--- config.mk ---
export PLATFORM = sky130hd
export DESIGN_NAME = mem_bus_arbiter
export DESIGN_NICKNAME = d
export VERILOG_FILES = /design/src/rtl/mem_bus_pkg.sv /design/src/rtl/arb_rr2.sv /design/src/rtl/mem_bus_arbiter.sv
export SDC_FILE = /design/constraint.sdc
export NUM_CORES = 1
export LEC_CHECK = 0
export CORE_MARGIN = 10
export CORE_UTILIZATION = 45
export CTS_CLUSTER_DIAMETER = 50
export CTS_CLUSTER_SIZE = 16
export DETAILED_ROUTE_END_ITERATION = 8
export PLACE_DENSITY = 0.9
export SLEW_MARGIN = 40
export SYNTH_ARGS = -nofsm -noshare
export SYNTH_HDL_FRONTEND = slang
export SYNTH_SLANG_ARGS = --single-unit
--- constraint.sdc ---
create_clock -name clk -period 3.1 [get_ports clk]
set_clock_uncertainty 0.1 [all_clocks]
set_input_delay 0.31 -clock clk [delete_from_list [all_inputs] [get_ports clk]]
set_output_delay 0.31 -clock clk [all_outputs]
set_load 0.05 [all_outputs]
--- src/rtl/mem_bus_pkg.sv ---
// Shared types and constants for the two-master memory bus arbiter.
// Covers the bus widths, the access FSM states and the master indices.
package mem_bus_pkg;

  localparam int ADDR_W = 13;
  localparam int DATA_W = 8;

  typedef enum logic [1:0] {
    IDLE,
    SETUP,
    STROBE,
    HOLD
  } state_t;

  localparam logic M_CPU = 1'b0;
  localparam logic M_LDR = 1'b1;

  // Command latched from the winning master when its grant issues.
  typedef struct packed {
    logic              we;
    logic [ADDR_W-1:0] addr;
    logic [DATA_W-1:0] wdata;
  } cmd_t;

endpackage

--- src/rtl/arb_rr2.sv ---
// Two-way round-robin picker. The grant is combinational from req.
// The last-grant pointer is registered and moves only on advance.
module arb_rr2
  import mem_bus_pkg::*;
(
  input  logic       clk,
  input  logic       reset,
  input  logic [1:0] req,
  input  logic       advance,
  output logic [1:0] grant,
  output logic       last
);

  // NOTE: every variable written in always_comb gets a default first, so no path can infer a latch.
  always_comb begin
    grant = 2'b00;
    unique case (req)
      2'b01:   grant = 2'b01;
      2'b10:   grant = 2'b10;
      2'b11:   grant = (last == M_CPU) ? 2'b10 : 2'b01;
      default: grant = 2'b00;
    endcase
  end

  // Reset to "loader went last" so the cpu wins the first contended grant.
  // NOTE: sequential state uses non-blocking assignments so all flops update together at the edge.
  always_ff @(posedge clk) begin
    if (reset) begin
      last <= M_LDR;
    end else if (advance && (grant != 2'b00)) begin
      last <= grant[1];
    end
  end

endmodule

--- src/rtl/mem_bus_arbiter.sv ---
// Shares one memory bus between cpu (m0) and loader (m1).
// Each access runs SETUP -> STROBE x ACCESS_CYCLES -> HOLD, then one IDLE turnaround cycle.
module mem_bus_arbiter
  import mem_bus_pkg::*;
#(
  parameter int ACCESS_CYCLES = 2
) (
  input  logic              clk,
  input  logic              reset,
  input  logic              m0_req,
  input  logic              m0_we,
  input  logic [ADDR_W-1:0] m0_addr,
  input  logic [DATA_W-1:0] m0_wdata,
  output logic              m0_gnt,
  output logic              m0_done,
  output logic [DATA_W-1:0] m0_rdata,
  input  logic              m1_req,
  input  logic              m1_we,
  input  logic [ADDR_W-1:0] m1_addr,
  input  logic [DATA_W-1:0] m1_wdata,
  output logic              m1_gnt,
  output logic              m1_done,
  output logic [DATA_W-1:0] m1_rdata,
  output logic [ADDR_W-1:0] mem_addr,
  output logic              mem_rd,
  output logic              mem_wr,
  output logic [DATA_W-1:0] mem_wdata,
  output logic              mem_oe,
  input  logic [DATA_W-1:0] mem_rdata,
  output logic              busy
);

  localparam int CNT_W = $clog2(ACCESS_CYCLES + 1);

  state_t           state, state_nxt;
  cmd_t             cmd;
  logic [CNT_W-1:0] cnt;
  logic [1:0]       req;
  logic [1:0]       grant;
  logic             owner;
  logic             issue;
  logic             last_strobe;

  assign req   = {m1_req, m0_req};
  assign issue = (state == IDLE) && (req != 2'b00);

  // The pointer advances on the grant edge, so it names the current owner for the whole access.
  arb_rr2 u_arb (
    .clk     (clk),
    .reset   (reset),
    .req     (req),
    .advance (issue),
    .grant   (grant),
    .last    (owner)
  );

  assign last_strobe = (state == STROBE) && (cnt == '0);

  always_comb begin
    state_nxt = state;
    unique case (state)
      IDLE:    if (req != 2'b00) state_nxt = SETUP;
      SETUP:   state_nxt = STROBE;
      STROBE:  if (cnt == '0) state_nxt = HOLD;
      HOLD:    state_nxt = IDLE;
      default: state_nxt = IDLE;
    endcase
  end

  always_ff @(posedge clk) begin
    if (reset) begin
      state    <= IDLE;
      cmd      <= '0;
      cnt      <= '0;
      m0_rdata <= '0;
      m1_rdata <= '0;
    end else begin
      state <= state_nxt;
      if (issue) begin
        cmd <= grant[1] ? cmd_t'{m1_we, m1_addr, m1_wdata}
                        : cmd_t'{m0_we, m0_addr, m0_wdata};
      end
      if (state == SETUP) begin
        cnt <= CNT_W'(ACCESS_CYCLES - 1);
      end else if ((state == STROBE) && (cnt != '0)) begin
        cnt <= cnt - CNT_W'(1);
      end
      // Only the owning master's read register moves; the other one stays put.
      if (last_strobe && !cmd.we) begin
        if (owner == M_LDR) m1_rdata <= mem_rdata;
        else                m0_rdata <= mem_rdata;
      end
    end
  end

  assign busy      = (state != IDLE);
  assign m0_gnt    = busy && (owner == M_CPU);
  assign m1_gnt    = busy && (owner == M_LDR);
  assign m0_done   = (state == HOLD) && (owner == M_CPU);
  assign m1_done   = (state == HOLD) && (owner == M_LDR);
  assign mem_rd    = (state == STROBE) && !cmd.we;
  assign mem_wr    = (state == STROBE) && cmd.we;
  assign mem_oe    = busy && cmd.we;
  assign mem_addr  = cmd.addr;
  assign mem_wdata = cmd.wdata;

endmodule

* Yosys cells after proc, flatten, opt, wreduce, memory -nomap -nowiden
Index checks and enable logic that the tools add are counted.
W data, S select, Z words.
** Cells by class
- Mux-type cells :: 8
- Bitwise gates (word level) :: 1
- $add $sub $neg :: 1
- Reduce and logical (&&, ||, !) cells :: 24
- Equal/unequal tests :: 8
** Operators by type and width (count)
- $mux W22 :: 1
- $logic_and A1 B1 Y1 :: 12
- $reduce_bool A2 Y1 :: 5
- $eq A2 B2 Y1 const B :: 4
- $pmux W2 S4 :: 1
- $mux W2 :: 3
- $pmux W2 S3 :: 1
- $reduce_and A2 Y1 :: 3
- $eq A2 B1 Y1 const B :: 2
- $logic_not A2 Y1 :: 2
- $mux W1 :: 2
- $ne A2 B1 Y1 const B :: 1
- $ne A2 B2 Y1 const B :: 1
- $reduce_or A2 Y1 :: 1
- $sub A2 B1 Y2 const B :: 1
- $logic_not A1 Y1 :: 1
- $not A1 Y1 :: 1
** Word-level totals
- Input bits :: 56
- Register bits after elaboration :: 43
- Output and inout port bits :: 45
- Logic and storage cells :: 51

* Longest topological paths before layout
Gate-level depths: netlist of run 1.
- Depth after elaboration :: 4
- Mapped depth :: 8
- Gate-level depth less buffers :: 5

* Cells and area by module
Synthesis of run 1 repeated with hierarchy kept, for this count alone.
** Unflattened totals
- Cell total of the unflattened synthesis :: 223
- Area, all modules :: 2168.3 um2
** Modules (own cells, without submodules)
- mem_bus_arbiter :: times used 1, cells each 216, area each 2107.0 um2
- arb_rr2 :: times used 1, cells each 7, area each 61.3 um2

* Least setup slack after synthesis of run 1
OpenSTA, ideal clock, no wires.
- Path type :: reg2out
- Start point :: register state[0]
- End point :: output m1_gnt
- Data arrival time :: 1467 ps
- Slack :: 1223 ps
- Data required time :: 2690 ps
- Cell stages (with the launch flop) :: 5
- Buffers on the path :: 1
- Path through :: dfxtp_1 inv_1 ha_1 buf_2 nor2b_1
** On the way
- Longest elaborated chain between the ends :: 2
** RTL lines
- start: declaration :: RTL line mem_bus_arbiter.sv:35 : state_t state, state_nxt;
- start signal: assignment :: RTL line mem_bus_arbiter.sv:78 : state <= state_nxt;
- $reduce_bool A2 Y1 :: RTL line mem_bus_arbiter.sv:96 : assign busy = (state != IDLE);
- $logic_and A1 B1 Y1 :: RTL line mem_bus_arbiter.sv:98 : assign m1_gnt = busy && (owner == M_LDR);
- end: declaration :: RTL line mem_bus_arbiter.sv:21 : output logic m1_gnt,
No other way between the ends.

* Worst setup path in the final report of run 1
Ends and elaborated chain as after synthesis.

==> results.ini, run 1 <==
[logic_synthesis]
synth_cells = 249
synth_top_cell_by_area = dfxtp_1
synth_area_sq_mm = 0.00224
synth_area_per_cell_sq_um = 8.99
yosysWarningCount = 0
synth_edf_count = 0
synth_top_family_by_area = simple AND/OR/NAND/NOR gates
ys_ff_latch = 43
yosys-top-cells-area = dfxtp_1 38%, a311oi_2 13%, nand2_1 10%
synth_compound_area_share_pct = 19.8
synthTopCellsByCount = 62 x nand2_1, 43 x dfxtp_1, 32 x nor2_1
synthFlopType = dfxtp_1
yosysMostFrequentCell = nand2_1
ys_types = 29
netlist.area_leader.share_pct = 38.5
synthMuxAreaShare_pct = 4.02
synthSimpleGateAreaFrac_pct = 20.3
synth_fp_nets = 311
async_flop_share_pct = 0
ys_seq_area_share_pct = 38.5
synth_adder_area_share_pct = 3.35
synthXorXnorAreaFrac_pct = 0.391

[cts]
cts_buffers = 5
path_clk_slew_ns = 0.07
cts.repair.resized = 0
postCtsHoldBufs = 0
worstSkewPairLatency_ns = 0.28
cts_tree = built
htreeDepth = 2
cts-root-to-sink-buffers = 2
post_cts_buffers = 0
cts_sinks = 43
root_buffer = clkbuf_8

[setup_path]
critical_path_class = flop to output port
slowest_stage = clkdlybuf4s50_1
crit_cells = 4
worstSetupStartpointType = flop
crit_arrival_ns = 2.02
rrSetupSlack_ns = 1.05
cp_top_family = buffers and inverters
path_buf_inv = 2
slowest_delay_ns = 0.81
critical_path.cell_chain = inv_1 -> ha_1 -> nor2b_1 -> clkdlybuf4s50_1
critPathMaxFanout = 9
end_kind = output port
r2r_cells = 5
cp.required_ns = 2.69

[detailed_routing]
antenna_left = 0
first_pass_iters = 4
initialDrtViolationCount = 84
wl_per_cell_um = 14.7
wl_um = 5730
viasPerCell = 4.85
via_count = 1885
drc = 0

[placement]
gp_routability_congestion = 0.745
port_buffers = 100
place_hpwl_um = 4530
place_area_sq_mm = 0.00306
placed_cells = 381

[sta]
setup_viol = 0
worst_slew_pin_slew_ns = 0.751
rsz0062_at_grt = no
hold_viol = 0
setup_tns_ns = 0
relSlewSlack_pct = 49.9
final_max_slew_viol_count = 0
max_freq_mhz = 412
holdWs_ns = 0.355
period_needed_ns = 2.43
fin_crit_sh_pct = 78.4

[global_routing]
overflow = 0
grt_max_degree = 45
antenna_found_initial = 0
grt_util_all_layers_pct = 13.7
grt_pass1_vias = 1898
grt_pass1_wl_um = 9260

[die]
initial_core_util_pct = 46.8
fp-row-count = 25
pin_count = 101
die_h_um = 90.5
dieArea_sq_mm = 0.00820
chipWidth_um = 90.5
core_area_sq_mm = 0.00479

[pwr]
p_per_area_mw_per_mm2 = 841
ir_drop_uv = 428
comb_power_share_pct = 56.3
p_int_mw = 1.44
p_leak_nw = 1.17
power_switching_mw = 1.21
p_clk_share_pct = 14.2
seqPwrFrac_pct = 29.5
swShare_pct = 45.7

[run_status]
status = completed

[min_path]
hold_path_depth = 2
holdCritPathClass = flop to flop

[job]
maxCapViolations = 0

[finish]
final_area_sq_mm = 0.00316
diodes = 0
fin_nets = 383
stdcell_count = 389
drive_above_1_share_pct = 11.2
synthToLayoutAreaGrowth_pct = 41.1

[path summary, 6_finish.rpt]
path	from	end
min	m1_rdata[4]$_SDFFE_PP0P_	m1_rdata[4]$_SDFFE_PP0P_
max reg2reg	state[0]$_SDFFE_PP0P_	m0_rdata[0]$_SDFFE_PP0P_
max	state[0]$_SDFFE_PP0P_	m1_gnt
min reg2reg	m1_rdata[4]$_SDFFE_PP0P_	m1_rdata[4]$_SDFFE_PP0P_
[state kept, by name, indices dropped and copies added (netlist names)]
name and count:
m0_rdata 8, state 2, mem_addr 13, mem_wdata 8, cmd 1, u_arb.last 1, cnt 2, m1_rdata 8
[placed cells by master (no fill, tap or decap), types with 2 or more instances in the layout]
cell	instances
clkdlybuf4s50_1	99
nand2_1	62
dfxtp_1	43
nor2_1	32
a311oi_2	20
a21oi_1	10
mux2i_1	9
clkbuf_8	7
inv_1	6
ha_1	6
nor2b_1	4
buf_4	3
and2_1	2
a311oi_1	2
[cell type report]
cell class | instances | area, sq um
clock buffers | 8 | 100
fillers | 416 | 1630
flip-flops and latches | 43 | 861
multi-input cells | 162 | 1070
well taps | 67 | 83.8
inverters | 6 | 22.5
repair buffers | 103 | 1020
[per-stage QoR]
step                      total power [mW]  setup WS [ns]  util (%)
final                                 2.66          0.671      66.0
after global routing                  2.81          0.552      66.0
after CTS                             2.69          0.638      66.0
after detailed placement              2.31          0.961      63.9
after global placement                2.28           1.03      63.9
after floorplan                       2.03           1.22         -
[power groups by stage]
stage / combinational, mW / sequential (mW) / clock, mW
floorplan: 1.20 / 0.836 / 0
global placement: 1.49 / 0.790 / 0
detailed placement: 1.51 / 0.800 / 0
CTS: 1.51 / 0.786 / 0.394
global route: 1.59 / 0.806 / 0.415
finish: 1.49 / 0.784 / 0.378
[layer usage]
metal  GRT usage, %  wire length [um]
met1           13.8              2310
met2           23.3              2720
met3           7.90               636
met4           4.11                57
met5              0                 0
[logic make-up (layout without fill, tap and decap cells)]
family,Yosys count,count (layout)
buf+inv,44,117
xor+xnor,1,1
compound gates,40,40
simple gates,106,106
flops,43,43
fa+ha+maj,6,6
mux,9,9
[worst register-to-register path: stages (launching register included)]
cell and delay [ns]:
dfxtp_1 0.34, inv_1 0.11, ha_1 0.27, nor4bb_4 0.75, mux2i_1 0.29, nor2_1 0.05
(Power assumes the default switching activity.)
==> inputs of run 2 (changes only) <==
--- a/config.mk
+++ b/config.mk
@@ -6,11 +6,11 @@
 export NUM_CORES = 1
 export LEC_CHECK = 0
 export CORE_MARGIN = 10
-export CORE_UTILIZATION = 45
+export CORE_UTILIZATION = 38
 export CTS_CLUSTER_DIAMETER = 50
 export CTS_CLUSTER_SIZE = 16
 export DETAILED_ROUTE_END_ITERATION = 8
-export PLACE_DENSITY = 0.9
+export PLACE_DENSITY = 0.81
 export SLEW_MARGIN = 40
 export SYNTH_ARGS = -nofsm -noshare
 export SYNTH_HDL_FRONTEND = slang
==> constraint.sdc (replaced) <==
create_clock -name clk -period 2.1 [get_ports clk]
set_clock_uncertainty 0.1 [all_clocks]
set_input_delay 0.21 -clock clk [delete_from_list [all_inputs] [get_ports clk]]
set_output_delay 0.21 -clock clk [all_outputs]
set_load 0.05 [all_outputs]
==> run 2 against run 1 <==
Final cell count grew 1.8%. Worst setup slack lost 0.38 ns. Critical path depth is the same. Global-route usage shrank 1.6 points. Sequential share of layout area shrank 0.097 points. First-iteration DRC count shrank 62%. Largest cell class unchanged. Largest power group unchanged.
==> results.ini, run 2 (same netlist as run 1, synthesis figures left out) <==
[sta]
setup_viol = 0
period_needed_ns = 1.81
hold_viol = 0
setup_tns_ns = 0
max_freq_mhz = 553
holdWs_ns = 0.270
worst_slew_pin_slew_ns = 0.569
final_max_slew_viol_count = 0
relSlewSlack_pct = 62.0
rsz0062_at_grt = no
fin_crit_sh_pct = 86.1

[detailed_routing]
via_count = 1894
drc = 0
wl_um = 5900
wl_per_cell_um = 14.9
viasPerCell = 4.78
initialDrtViolationCount = 32
antenna_left = 0
first_pass_iters = 4

[pwr]
p_per_area_mw_per_mm2 = 1230
ir_drop_uv = 559
p_leak_nw = 1.19

[setup_path]
critical_path_class = flop to output port
r2r_cells = 6
end_kind = output port
worstSetupStartpointType = flop
cp.required_ns = 1.79
crit_arrival_ns = 1.50
critPathMaxFanout = 9

[cts]
htreeDepth = 2
cts_buffers = 5
cts-root-to-sink-buffers = 2
cts_tree = built
post_cts_buffers = 0
cts.repair.resized = 0
worstSkewPairLatency_ns = 0.28
path_clk_slew_ns = 0.08
postCtsHoldBufs = 0
root_buffer = clkbuf_8
cts_sinks = 43

[global_routing]
overflow = 0
grt_max_degree = 45
grt_pass1_vias = 1920
grt_pass1_wl_um = 9610
grt_util_all_layers_pct = 12.1
busiest_layer = met2
grt.met3_usage_pct = 5.54
antenna_found_initial = 0
met1_usage_pct = 13.7
grt_util_met2_pct = 19.9

[finish]
drive_above_1_share_pct = 14.2
utilization_pct = 56.5
fill_cells = 537
largest_reg_flops = 13
final_cell_mix = 91 x clkdlybuf4s50_1, 62 x nand2_1, 43 x dfxtp_1
final_area_sq_mm = 0.00317
stdcell_count = 396
synthToLayoutAreaGrowth_pct = 41.6
fin_nets = 385
final_common_cell = clkdlybuf4s50_1
diodes = 0

[placement]
place_hpwl_um = 4690
gp_routability_congestion = 0.782
place_area_sq_mm = 0.00308
placed_cells = 388
port_buffers = 100

[die]
core_area_sq_mm = 0.00561
chipWidth_um = 96.8
fp-row-count = 27
pin_count = 101
die_h_um = 96.8
dieArea_sq_mm = 0.00936
initial_core_util_pct = 39.9

[min_path]
holdCritPathClass = primary input to flop
hold_path_depth = 2

[job]
maxCapViolations = 0

[run_status]
status = completed

## run 2: cell count changes in the layout (fill, tap and decap cells not counted), sizes merged
cell           change
clkbuf             -2
clkinv             +1
clkinvlp           +1
buf               +10
clkdlybuf4s50      -8
## run 2: critical path: stages (launching register included)
cell,delay (ns)
dfxtp_1,0.40
inv_1,0.10
ha_1,0.31
nor2b_1,0.24
buf_12,0.17
## run 2: cell type report
cell class | instances | area (sq um) | area share, %
inverter | 6 | 22.5 | 0.711
sequential | 43 | 861 | 27.2
clock inverter | 2 | 12.5 | 0.395
tap | 72 | 90.1 | 2.84
multi-input combinational | 162 | 1070 | 33.8
timing repair buffer | 105 | 1040 | 32.8
clock buffer | 6 | 72.6 | 2.29
## run 2: metal layers
metal  vias to the layer above  routed length (um)
li1                        962                   -
met1                       863                2660
met2                        67                2720
met3                         2                 503
met4                         0                  21
met5                         -                   0
## run 2: final timing paths
path / from / to / slack [ns]
worst max-delay path: state[0]$_SDFFE_PP0P_ / mem_oe / 0.29
worst min-delay path: reset / m1_rdata[3]$_SDFFE_PP0P_ / 0.27
worst max register to register: state[0]$_SDFFE_PP0P_ / mem_addr[10]$_SDFFE_PP0P_ / 0.34
worst min register to register: m1_rdata[6]$_SDFFE_PP0P_ / m1_rdata[6]$_SDFFE_PP0P_ / 0.36
## run 2: power breakdown
| group | internal [mW] | leakage [nW] | switching (mW) |
|---|---|---|---|
| clock | 0.232 | 0.0412 | 0.269 |
| combinational | 0.829 | 0.798 | 1.41 |
| sequential | 1.03 | 0.353 | 0.144 |
## run 2: stage by stage
step | total power [mW] | setup WS [ns]
after global placement | 3.41 | 0.380
after global routing | 4.16 | 0.136
after floorplan | 3.00 | 0.323
after CTS | 3.96 | 0.264
after detailed placement | 3.45 | 0.337
final | 3.91 | 0.292
==> inputs of run 3 (changes only) <==
--- a/config.mk
+++ b/config.mk
@@ -11,6 +11,7 @@
 export CTS_CLUSTER_SIZE = 16
 export DETAILED_ROUTE_END_ITERATION = 8
 export PLACE_DENSITY = 0.81
+export SKIP_LAST_GASP = 1
 export SLEW_MARGIN = 40
 export SYNTH_ARGS = -nofsm -noshare
 export SYNTH_HDL_FRONTEND = slang
==> results of run 3 <==
Same layout as run 2: the final DEF is identical, and so are final timing and power.
